File: src/rtl/nn_pkg.sv
// Shared definitions for the layer sequencer and the neuron datapath:
// the sequencer state type and the width helpers that every layer derives
// its accumulator and rescale geometry from.
package nn_pkg;

    typedef enum logic [2:0] {
        IDLE  = 3'd0,
        MAC   = 3'd1,
        BIAS  = 3'd2,
        WRITE = 3'd3,
        DONE  = 3'd4
    } state_t;

    // Extra accumulator bits needed to sum n_in products without overflow.
    function automatic int growth_w(input int n_in);
        return $clog2(n_in) + 1;
    endfunction

    // Width of the accumulator and of the biased sum z.
    function automatic int acc_w(input int res, input int n_in);
        return 2 * res + growth_w(n_in) + 1;
    endfunction

    // Right shift applied to |z| to bring it back to res bits.
    function automatic int shift_w(input int res, input int n_in);
        return res + growth_w(n_in) + 1;
    endfunction

    // Address width for a memory of 'depth' entries; never below one bit.
    function automatic int addr_w(input int depth);
        return (depth > 1) ? $clog2(depth) : 1;
    endfunction

endpackage

File: src/rtl/layer_sequencer_if.sv
// Control handshake plus the four memory ports the layer sequencer drives:
// input feature buffer, weight ROM, bias ROM and the output buffer.
interface layer_sequencer_if
    import nn_pkg::*;
#(
    parameter int N_IN  = 16,
    parameter int N_OUT = 10,
    parameter int RES   = 8
);

    localparam int IW = addr_w(N_IN);
    localparam int WA = addr_w(N_IN * N_OUT);
    localparam int OW = addr_w(N_OUT);

    // Layer control
    logic                  start;
    logic                  busy;
    logic                  done;

    // Input feature buffer (synchronous read, one cycle latency)
    logic [IW-1:0]         in_addr;
    logic signed [RES-1:0] in_data;

    // Weight ROM (synchronous read), address n*N_IN+k
    logic [WA-1:0]         w_addr;
    logic signed [RES-1:0] w_data;

    // Bias ROM (synchronous read), address n
    logic [OW-1:0]         b_addr;
    logic signed [RES-1:0] b_data;

    // Output buffer write port
    logic                  out_we;
    logic [OW-1:0]         out_addr;
    logic signed [RES-1:0] out_data;

    // Sequencer side
    modport master (
        input  start,
        input  in_data,
        input  w_data,
        input  b_data,
        output busy,
        output done,
        output in_addr,
        output w_addr,
        output b_addr,
        output out_we,
        output out_addr,
        output out_data
    );

    // Controller and memory side
    modport slave (
        output start,
        output in_data,
        output w_data,
        output b_data,
        input  busy,
        input  done,
        input  in_addr,
        input  w_addr,
        input  b_addr,
        input  out_we,
        input  out_addr,
        input  out_data
    );

endinterface

File: src/rtl/nn_rescale.sv
// Sign-magnitude rescale of a biased neuron sum: the magnitude is shifted
// right and the sign reapplied, so results round toward zero rather than
// toward minus infinity as a plain arithmetic shift would.
module nn_rescale #(
    parameter int RES   = 8,
    parameter int ACC_W = 20,
    parameter int SHIFT = 12
) (
    input  logic signed [ACC_W-1:0] z,
    output logic signed [RES-1:0]   y
);

    logic [ACC_W-1:0] mag;
    logic [RES-1:0]   res;
    logic             unused_low_bits;

    // Magnitude, shift, truncate to RES bits, restore sign.
    always_comb begin
        mag = z[ACC_W-1] ? ACC_W'(-z) : ACC_W'(z);
        res = mag[SHIFT +: RES];
        y   = z[ACC_W-1] ? -res : res;
    end

    // Fractional bits below the shift point are discarded by design.
    assign unused_low_bits = ^mag[SHIFT-1:0];

endmodule

File: src/rtl/layer_sequencer.sv
// Runs one serial multiply-accumulate datapath over every neuron of a
// fully-connected layer: N_IN+1 MAC cycles, one bias/rescale cycle and one
// write cycle per neuron, then a single done pulse.
module layer_sequencer
    import nn_pkg::*;
#(
    parameter int N_IN  = 16,
    parameter int N_OUT = 10,
    parameter int RES   = 8
) (
    input  logic               clk,
    input  logic               reset,
    layer_sequencer_if.master  bus
);

    localparam int ACC_W = acc_w(RES, N_IN);
    localparam int SHIFT = shift_w(RES, N_IN);
    localparam int IW    = addr_w(N_IN);
    localparam int WA    = addr_w(N_IN * N_OUT);
    localparam int OW    = addr_w(N_OUT);
    // k runs 0..N_IN inclusive: the extra value covers the drain cycle in
    // which the last product (issued at k=N_IN-1) arrives.
    localparam int KW    = $clog2(N_IN + 1);

    localparam logic [KW-1:0] K_LAST = KW'(N_IN);
    localparam logic [OW-1:0] N_LAST = OW'(N_OUT - 1);
    localparam logic [WA-1:0] W_STEP = WA'(N_IN);

    state_t                   state_reg, state_next;
    logic [OW-1:0]            n_reg, n_next;
    logic [KW-1:0]            k_reg, k_next;
    logic [WA-1:0]            w_base_reg, w_base_next;
    logic signed [ACC_W-1:0]  acc_reg, acc_next;
    logic signed [RES-1:0]    out_data_reg, out_data_next;

    logic signed [2*RES-1:0]  prod;
    logic signed [ACC_W-1:0]  prod_ext;
    logic signed [ACC_W-1:0]  bias_ext;
    logic signed [ACC_W-1:0]  z;
    logic signed [RES-1:0]    rescaled;
    logic                     issue;

    // Full-precision signed product; -2^(RES-1) squared still fits 2*RES bits.
    assign prod     = $signed({{RES{bus.in_data[RES-1]}}, bus.in_data}) *
                      $signed({{RES{bus.w_data[RES-1]}}, bus.w_data});
    assign prod_ext = {{(ACC_W-2*RES){prod[2*RES-1]}}, prod};
    assign bias_ext = {{(ACC_W-RES){bus.b_data[RES-1]}}, bus.b_data};

    // Bias is added unscaled, as a plain integer, before the rescale.
    assign z = acc_reg + bias_ext;

    nn_rescale #(
        .RES   (RES),
        .ACC_W (ACC_W),
        .SHIFT (SHIFT)
    ) u_rescale (
        .z (z),
        .y (rescaled)
    );

    // Address issue happens in MAC cycles 0..N_IN-1; the last MAC cycle only drains.
    assign issue = (state_reg == MAC) && (k_reg != K_LAST);

    // State and datapath registers; reset aborts a run immediately.
    always_ff @(posedge clk or negedge reset) begin
        if (!reset) begin
            state_reg    <= IDLE;
            n_reg        <= '0;
            k_reg        <= '0;
            w_base_reg   <= '0;
            acc_reg      <= '0;
            out_data_reg <= '0;
        end else begin
            state_reg    <= state_next;
            n_reg        <= n_next;
            k_reg        <= k_next;
            w_base_reg   <= w_base_next;
            acc_reg      <= acc_next;
            out_data_reg <= out_data_next;
        end
    end

    // Next-state and datapath update for the per-neuron MAC/BIAS/WRITE loop.
    always_comb begin
        state_next    = state_reg;
        n_next        = n_reg;
        k_next        = k_reg;
        w_base_next   = w_base_reg;
        acc_next      = acc_reg;
        out_data_next = out_data_reg;

        case (state_reg)
            IDLE: begin
                if (bus.start) begin
                    state_next  = MAC;
                    n_next      = '0;
                    k_next      = '0;
                    w_base_next = '0;
                    acc_next    = '0;
                end
            end

            MAC: begin
                // Data for the address issued at k-1 is on the bus now.
                if (k_reg != '0) begin
                    acc_next = acc_reg + prod_ext;
                end
                if (k_reg == K_LAST) begin
                    state_next = BIAS;
                end else begin
                    k_next = k_reg + KW'(1);
                end
            end

            BIAS: begin
                out_data_next = rescaled;
                state_next    = WRITE;
            end

            WRITE: begin
                if (n_reg == N_LAST) begin
                    state_next = DONE;
                end else begin
                    state_next  = MAC;
                    n_next      = n_reg + OW'(1);
                    k_next      = '0;
                    w_base_next = w_base_reg + W_STEP;
                    acc_next    = '0;
                end
            end

            DONE: begin
                // A start seen here is dropped; it must be re-issued in IDLE.
                state_next = IDLE;
            end

            default: begin
                state_next = IDLE;
            end
        endcase
    end

    // Status, strobes and addresses decoded from the registered state.
    assign bus.busy     = (state_reg != IDLE);
    assign bus.done     = (state_reg == DONE);
    assign bus.out_we   = (state_reg == WRITE);
    assign bus.out_addr = n_reg;
    assign bus.out_data = out_data_reg;
    assign bus.b_addr   = n_reg;
    assign bus.in_addr  = issue ? k_reg[IW-1:0] : '0;
    assign bus.w_addr   = issue ? (w_base_reg + WA'(k_reg[IW-1:0])) : '0;

endmodule
File: src/flat_wrapper.sv
// flat-port wrapper written by rule: the top's interface ports become plain ports
module layer_sequencer_flat import nn_pkg::*;
#(
    parameter int N_IN  = 16,
    parameter int N_OUT = 10,
    parameter int RES   = 8
)
  (clk, reset, bus_start, bus_in_data, bus_w_data, bus_b_data, bus_busy, bus_done, bus_in_addr, bus_w_addr, bus_b_addr, bus_out_we, bus_out_addr, bus_out_data);
  layer_sequencer_if #(.N_IN(N_IN), .N_OUT(N_OUT), .RES(RES)) bus_i ();
  input  logic clk;
  input  logic reset;
  input wire logic [$bits(bus_i.start)-1:0] bus_start;
  input wire logic [$bits(bus_i.in_data)-1:0] bus_in_data;
  input wire logic [$bits(bus_i.w_data)-1:0] bus_w_data;
  input wire logic [$bits(bus_i.b_data)-1:0] bus_b_data;
  output wire logic [$bits(bus_i.busy)-1:0] bus_busy;
  output wire logic [$bits(bus_i.done)-1:0] bus_done;
  output wire logic [$bits(bus_i.in_addr)-1:0] bus_in_addr;
  output wire logic [$bits(bus_i.w_addr)-1:0] bus_w_addr;
  output wire logic [$bits(bus_i.b_addr)-1:0] bus_b_addr;
  output wire logic [$bits(bus_i.out_we)-1:0] bus_out_we;
  output wire logic [$bits(bus_i.out_addr)-1:0] bus_out_addr;
  output wire logic [$bits(bus_i.out_data)-1:0] bus_out_data;
  assign bus_i.start = bus_start;
  assign bus_i.in_data = bus_in_data;
  assign bus_i.w_data = bus_w_data;
  assign bus_i.b_data = bus_b_data;
  assign bus_busy = bus_i.busy;
  assign bus_done = bus_i.done;
  assign bus_in_addr = bus_i.in_addr;
  assign bus_w_addr = bus_i.w_addr;
  assign bus_b_addr = bus_i.b_addr;
  assign bus_out_we = bus_i.out_we;
  assign bus_out_addr = bus_i.out_addr;
  assign bus_out_data = bus_i.out_data;
  layer_sequencer #(.N_IN(N_IN), .N_OUT(N_OUT), .RES(RES)) u_core (.clk(clk), .reset(reset), .bus(bus_i));
endmodule
File: config.mk
export PLATFORM = sky130hd
export DESIGN_NAME = layer_sequencer_flat
export DESIGN_NICKNAME = d
export VERILOG_FILES = /design/src/rtl/nn_pkg.sv /design/src/rtl/layer_sequencer_if.sv /design/src/rtl/nn_rescale.sv /design/src/rtl/layer_sequencer.sv /design/src/flat_wrapper.sv
export SDC_FILE = /design/constraint.sdc
export NUM_CORES = 1
export LEC_CHECK = 0
export CAP_MARGIN = 20
export CORE_MARGIN = 2
export CORE_UTILIZATION = 40
export DETAILED_ROUTE_END_ITERATION = 6
export MAX_ROUTING_LAYER = met4
export SYNTH_ARGS = -nofsm -noshare
export SYNTH_HDL_FRONTEND = slang
export SYNTH_SLANG_ARGS = --single-unit
File: constraint.sdc
create_clock -name clk -period 5.4 [get_ports clk]
set_clock_uncertainty 0.2 [all_clocks]
set_input_delay 0.81 -clock clk [delete_from_list [all_inputs] [get_ports clk]]
set_output_delay 0.81 -clock clk [all_outputs]
set_load 0.05 [all_outputs]
== Yosys cells after proc, flatten, opt, wreduce, memory -nomap -nowiden ==
Cells that the tools add are included.
Word-level totals
  register bits after elaboration: 50
  output and inout bits: 31
  word-level logic and storage cells: 59
Operators by class
  add/sub/neg operators: 8
  $mul: 1
  eq/ne operators: 12
  muxes and demuxes: 22
  reduce and logical (&&, ||, !) cells: 10
Operators by type and width (number)
  2-to-1 mux 22 bit: 4
  case mux 22 bit (3 select lines): 1
  2-to-1 mux 8 bit: 4
  adder 22 x 16 -> 22 bit: 1
  adder 22 x 8 -> 22 bit: 1
  negator 22 bit: 1
  multiplier 8 x 8 -> 16 bit: 1
  case mux 8 bit (2 select lines): 1
  2-to-1 mux 5 bit: 3
  case mux 5 bit (3 select lines): 1
  2-to-1 mux 4 bit: 3
  case mux 3 bit (4 select lines): 1
  inequality test 2 bit, second input constant: 5
  2-to-1 mux 3 bit: 3
  adder 8 x 4 -> 8 bit: 1
  adder 8 x 5 -> 8 bit, second input constant: 1
  negator 8 bit: 1
  case mux 4 bit (2 select lines): 1
  AND reduction 4 bit: 2
  equality test 3 x 2 -> 1 bit, second input constant: 2
  nonzero test 3 bit: 2
  adder 5 x 1 -> 5 bit, second input constant: 1
  equality test 5 bit, second input constant: 1
  inequality test 5 bit, second input constant: 1
  other kinds (10): 10

== Longest topological paths before layout ==
Gate-level depths: netlist of the first run.
  depth in word-level cells: 5
  gate-level depth with buffers: 23

== Hierarchy ==
Synthesis of the first run repeated with hierarchy kept, for this count alone.
Unflattened totals
  cells, all modules: 747
  area total of the unflattened synthesis: 7138.1 um2
Modules (own cells, without submodules)
  layer_sequencer: times used 1, cells an instance 712, area each 6900.4 um2
  nn_rescale: times used 1, cells an instance 35, area each 237.7 um2

== Worst setup path before layout of the first run ==
Ideal clock, no wire load.
  kind: input to register
  start: input port bus_w_data[0]
  end: register u_core.acc_reg[21]
  library setup time: 121 ps
  data arrival time: 6206 ps
  slack: -1127 ps
  stages on the path: 17
  path through: and2_1 > inv_1 > fa_1 > inv_1 > fa_1 > fa_1 > fa_1 > fa_1 > ha_1 > a2111oi_0 > nor3_1 > a2111oi_0 > nor3_1 > a311oi_1 > o21ai_1 > xnor2_1 > a22o_1
On the way
  longest elaborated chain between the ends: 4
RTL lines
  from (decl): RTL line flat_wrapper.sv:14  | input wire logic [$bits(bus_i.w_data)-1:0] bus_w_data;
  multiplier 8 x 8 -> 16 bit: RTL line layer_sequencer.sv:44  | assign prod = $signed({{RES{bus.in_data[RES-1]}}, bus.in_data}) *
  adder 22 x 16 -> 22 bit: RTL line layer_sequencer.sv:106  | acc_next = acc_reg + prod_ext;
  2-to-1 mux 22 bit: RTL line layer_sequencer.sv:105  | if (k_reg != '0) begin
  case mux 22 bit (3 select lines): RTL line layer_sequencer.sv:92  | case (state_reg)
  to (signal assigned): RTL line layer_sequencer.sv:78  | acc_reg <= acc_next;
  to (decl): RTL line layer_sequencer.sv:33  | logic signed [ACC_W-1:0] acc_reg, acc_next;
No other way between the ends. The select of a mux whose other input is x is not followed.
A chain may end at the register's enable or synchronous reset.

== Worst setup path in the final report of the first run ==
  start: input port bus_in_data[0]
  end: register u_core.acc_reg[21]
On the way
  longest elaborated chain between the ends: 4
RTL lines
  from (decl): RTL line flat_wrapper.sv:13  | input wire logic [$bits(bus_i.in_data)-1:0] bus_in_data;
  multiplier 8 x 8 -> 16 bit: RTL line layer_sequencer.sv:44
  adder 22 x 16 -> 22 bit: RTL line layer_sequencer.sv:106
  2-to-1 mux 22 bit: RTL line layer_sequencer.sv:105
  case mux 22 bit (3 select lines): RTL line layer_sequencer.sv:92
No other way between the ends. The select of a mux whose other input is x is not followed.

==> results of run 1 <==
## metrics by stage
stage                     util (%)  cell area (µm²)
final                         51.3             9280
after global routing          51.3             9280
after CTS                     50.8             9190
after detailed placement      49.0             8860
after global placement        49.0             8860
after floorplan                  -             7510
## cell usage in the layout, fill, tap and decap left out, types with 4 or more instances in the layout
cell / count
a21oi_1: 32
o211ai_1: 5
o31ai_1: 5
o21bai_1: 5
nor3_1: 24
o21ai_1: 10
xnor2_1: 31
a31oi_1: 4
inv_1: 105
buf_6: 7
o21ai_0: 17
and2_1: 37
nand4_1: 10
clkdlybuf4s50_1: 40
nor3b_1: 5
dfrtp_1: 46
nor2_1: 51
a22o_1: 14
mux2i_1: 7
clkbuf_16: 5
nand2b_1: 7
nand2_1: 74
fa_1: 93
fa_2: 4
buf_4: 95
a21o_1: 12
xor2_1: 16
and3_1: 7
ha_1: 69
buf_2: 4
nor2b_1: 4
ha_4: 6
nand3_1: 10
## worst min-delay path by stage
stage                     slack, ps                      to
after global routing            180  u_core.bus.out_data[1]
final                           170  u_core.bus.out_data[1]
after detailed placement        280  u_core.bus.out_data[1]
after CTS                       290  u_core.bus.out_data[1]
after floorplan                 270       u_core.acc_reg[6]
after global placement          270  u_core.bus.out_data[1]
## final cells by class
type	instances	area share (%)
Sequential cell	46	12.4
Multi-Input combinational cell	633	64.4
Tap cell	229	3.09
Clock inverter	3	0.472
Timing Repair Buffer	150	13.8
Inverter	109	4.46
Clock buffer	5	1.35
## per-layer routing
metal	global-route usage [%]	vias up	wire length (µm)
li1	-	3002	-
met1	24.6	2896	7630
met2	30.4	77	8010
met3	2.05	12	471
met4	2.29	0	114
met5	-	-	0
## timing repair
item | 4_1_cts | 5_1_grt
buffers inserted | 12 | 2
setup endpoints to repair | 11 | 8
cloned | 0 | 0
pin swaps | 38 | 19
gates resized for setup | 99 | 22
## logic make-up after synthesis
| family | after synthesis | share of synthesized area, % |
|---|---|---|
| mux | 7 | 0.943 |
| xor+xnor | 50 | 5.90 |
| compound gates | 148 | 14.6 |
| fa+ha+maj | 174 | 39.1 |
| flops | 46 | 15.5 |
| buf+inv | 132 | 7.01 |
| simple gates | 254 | 16.9 |
==> run summary, run 1 <==
status = finished, violations left
failing checks = negative setup slack
setup TNS = -344 ps
initial detailed-routing violation count = 241
Primary FF master, synth = dfrtp_1
num ports = 58
setup violators final = 5
drt drc = 0
FF/Latch Area = 1150 µm²
Post-synth EDFFs = 0
DR WL/cell = 13.8 µm
dpl ws = -1170 ps
fmax = 180 MHz
max reg flops = 22
DP HPWL = 13500 µm
critical path startpoint = bus_in_data[0]
CTS tree = built
Initial Utilization = 41.1%
via count = 5987
post-synthesis average cell area = 9.16 µm²
reg2reg setup slack = 210 ps
H-tree depth = 2
Final Hold Vio Count = 0
crit-path cells = buf_6, nand2b_4, fa_1, fa_1, inv_2, fa_1, fa_1, fa_2, ha_4, buf_6, a2111oi_4, nor3_2, a2111oi_4, nor3_2, a311oi_2, o21ai_1, xnor2_1, a22o_1
Seq/Total Area, Yosys = 15.5%
die span in y = 140 µm
Cells after Synth = 811
total grt overflow = 0
most frequent cells after synthesis = inv_1, fa_1, ha_1
CTS buffer count = 5
Max Cap Violations = 0
Worst-Skew Late Latency = 300 ps
fraction of layout cells with a size suffix above 1 = 17.8%
register bit count reported by yosys = 46
final wirelength = 16200 µm
worst r2r src = u_core.acc_reg[6]
Critical Path RT = 5380 ps
WHS = 167 ps
CP endpoint = u_core.acc_reg[21]
Worst R2R Path Depth = 19
cell mode on critical path = fa_1
std cell rows = 49
count leader, synth = inv_1
vias in the first global route = 6150
Largest stage delay, worst path = 560 ps
Pins Over Slew Limit = 0
mapped cell area = 7430 µm²
Yosys warning count = 0
die area = 19700 µm²
Worst Path Arrival = 5520 ps
Total GRT Usage = 18.2%
Final Critical Period = 5540 ps
CP bufs+invs = 3
clock tree buffer depth = 2
Post-Layout Cell Count = 1175
post-synth top area share = 26.1%
master of the slowest instance on the critical path = fa_2
FILL cells = 1713
area of the multi-input gates = 5970 µm²
HP Class = primary input to async pin
Final WS setup = -141 ps
antenna violations before repair = 0
vias per inst = 5.10
syn nets = 1012
NumNets Final = 1146
Max transition margin = 35.0%
Stages on worst setup path = 18
r2r endpoint = u_core.acc_reg[21]
Synth async-reset ratio = 100%
cell taking the most area after synthesis = fa_1
Synth area leaders = fa_1, dfrtp_1, ha_1, inv_1, xnor2_1
clock transition time at the flip-flop clock pins of the worst setup and hold paths = 70 ps
CTS root buffer = clkbuf_16
largest net degree at the start of global routing = 47
Post-Place Cells = 1155
P&R area growth vs syn = 24.9%
post-synthesis cell type count = 64
GP Congestion = 0.836
Startpoint Class = primary input
Max Fanout on Critical Path = 2
period utilization = 103%
CTS sink cnt = 46
diode count = 0
unrepaired setup endpoints after global routing = yes
Top delay family on crit path = adder cells
Setup CP Type = primary input to flop
Tightest Pin Transition = 973 ps
Initial DRT Pass Iterations = 4
I/O Buffers = 57
core box area = 18100 µm²
crit end category = flop
Hold-fix buffers, CTS = 0
die span in x = 140 µm
Routed Antenna Nets = 0
first-pass GRT wire length = 29100 µm
Power of run 1 is not shown: default switching activity piles up to over one toggle a cycle in this logic, so the estimate is an artifact.
==> run 2, diff against run 1 <==
--- a/config.mk
+++ b/config.mk
@@ -6,6 +6,7 @@
 export NUM_CORES = 1
 export LEC_CHECK = 0
 export CAP_MARGIN = 20
+export CORE_ASPECT_RATIO = 0.9
 export CORE_MARGIN = 2
 export CORE_UTILIZATION = 40
 export DETAILED_ROUTE_END_ITERATION = 6
==> run summary, run 2 (same netlist as run 1, synthesis figures left out) <==
status = finished, violations left
failing checks = negative setup slack
Setup CP Type = primary input to flop
Worst Path Arrival = 5400 ps (-120 ps)
antenna violations before repair = 0 (unchanged)
Worst-Skew Late Latency = 290 ps (about the same)
GR Layer Usage met3 = 1.85% (-0.20 points)
fmax = 184 MHz (+2.1%)
GR Layer Usage met2 = 28.8% (-1.7 points)
DP HPWL = 13600 µm (+0.73%)
Post-Place Cells = 1162 (+0.61%)
Routed Antenna Nets = 0 (unchanged)
GR peak layer = met2
Tightest Pin Transition = 997 ps (+24.0 ps)
vias per inst = 5.07 (-0.52%)
Worst R2R Path Depth = 20 (+1)
setup violators final = 3 (-2)
drt drc = 0 (unchanged)
Total GRT Usage = 17.7% (-0.46 points)
total grt overflow = 0 (unchanged)
max reg flops = 22 (unchanged)
core box area = 18300 µm² (+1.1%)
Max transition margin = 33.4% (-1.6 points)
Post-Layout Cell Count = 1176 (+0.085%)
Initial Utilization = 40.6% (-0.46 points)
met1 usage in global routing = 24.8% (+0.18 points)
vias in the first global route = 5863 (-4.7%)
std cell rows = 47 (-4.1%)
die span in y = 133 µm (-5.0%)
H-tree depth = 2 (unchanged)
DR WL/cell = 13.7 µm (-0.70%)
HP Class = primary input to async pin
GP Congestion = 0.861 (+3.0%)
CTS buffer count = 5 (unchanged)
reg2reg setup slack = 260 ps (+50 ps)
die area = 19700 µm² (about the same)
Startpoint Class = primary input
most frequent cells in the layout = inv_1, fa_1, buf_4, nand2_1, ha_1
clock transition time at the flip-flop clock pins of the worst setup and hold paths = 70 ps (about the same)
num ports = 58 (unchanged)
FILL cells = 1717 (+0.23%)
final wirelength = 16100 µm (-0.62%)
Critical Path RT = 5380 ps (about the same)
unrepaired setup endpoints after global routing = yes
die span in x = 148 µm (+5.3%)
most common cell after layout, fill and taps aside = inv_1
crit end category = flop
critical path startpoint = bus_in_data[0]
Final WS setup = -27.7 ps (+113 ps)
largest net degree at the start of global routing = 47 (unchanged)
Final Critical Period = 5430 ps (-113 ps)
Pins Over Slew Limit = 0 (unchanged)
CTS sink cnt = 46 (unchanged)
r2r endpoint = u_core.acc_reg[20]
Max Cap Violations = 0 (unchanged)
period utilization = 101% (-2.1 points)
diode count = 0 (unchanged)
CTS root buffer = clkbuf_16
fraction of layout cells with a size suffix above 1 = 17.1% (-0.68 points)
P&R area growth vs syn = 23.6%
I/O Buffers = 57 (unchanged)
Final Hold Vio Count = 0 (unchanged)
clock tree buffer depth = 2 (unchanged)
initial detailed-routing violation count = 204 (-15%)
NumNets Final = 1131 (-1.3%)
Initial DRT Pass Iterations = 4 (unchanged)
worst r2r src = u_core.acc_reg[6]
via count = 5961 (-0.43%)
first-pass GRT wire length = 28100 µm (-3.4%)
Max Fanout on Critical Path = 3 (+1)
CTS tree = built
-- run 2: area by class of cell --
class	instances	area (µm²)	area share, %
Multi-Input combinational cell	633	5970	65.0
Tap cell	245	307	3.34
Timing Repair Buffer	135	1170	12.8
Clock inverter	3	43.8	0.477
Inverter	109	414	4.51
Sequential cell	46	1150	12.5
Clock buffer	5	125	1.36
-- run 2: per-stage QoR --
stage,instance area (µm²),TNS [ps],utilization (%),hold WS (ps),worst slack (ps)
2_1_floorplan,7510,-1400,-,269,-329
3_3_place_gp,8820,-8830,48.2,268,-1080
3_5_place_dp,8820,-9460,48.2,274,-1140
4_1_cts,9070,-629,49.6,290,-147
5_1_grt,9180,-1010,50.2,249,-208
6_report,9180,-47.1,50.2,226,-27.7
-- run 2: timing repair --
item	4_1_cts	5_1_grt
pin swaps	32	33
endpoints found under the setup margin	10	7
hold buffers	0	0
gates resized for setup	101	26
cloned	0	0
buffers inserted	2	3
-- run 2: routing by layer --
layer	up-vias	share of wire, %
li1	2974	-
met1	2915	48
met2	62	49
met3	10	1.8
met4	0	0.56
met5	-	0
-- run 2: how the worst max path moves through the flow --
stage	end	slack [ps]	depth (start not counted)
5_1_grt	u_core.acc_reg[21]	-210	17
3_5_place_dp	u_core.acc_reg[21]	-1140	18
4_1_cts	u_core.acc_reg[17]	-150	19
6_report	u_core.acc_reg[20]	-30	19
3_3_place_gp	u_core.acc_reg[21]	-1080	17
2_1_floorplan	u_core.acc_reg[21]	-330	17
-- run 2: critical path: stages --
cell and delay (ps):
buf_8 100, nand2b_4 130, fa_1 490, fa_1 490, inv_1 50, fa_1 490
fa_1 510, fa_2 560, ha_4 210, o21ai_1 80, nand2b_1 90, a21o_1 190
a31o_1 200, a41o_1 210, o41ai_2 200, buf_4 170, o21ai_1 80, xor2_1 140
a22o_1 200
Power of run 2 is left out for the same reason.
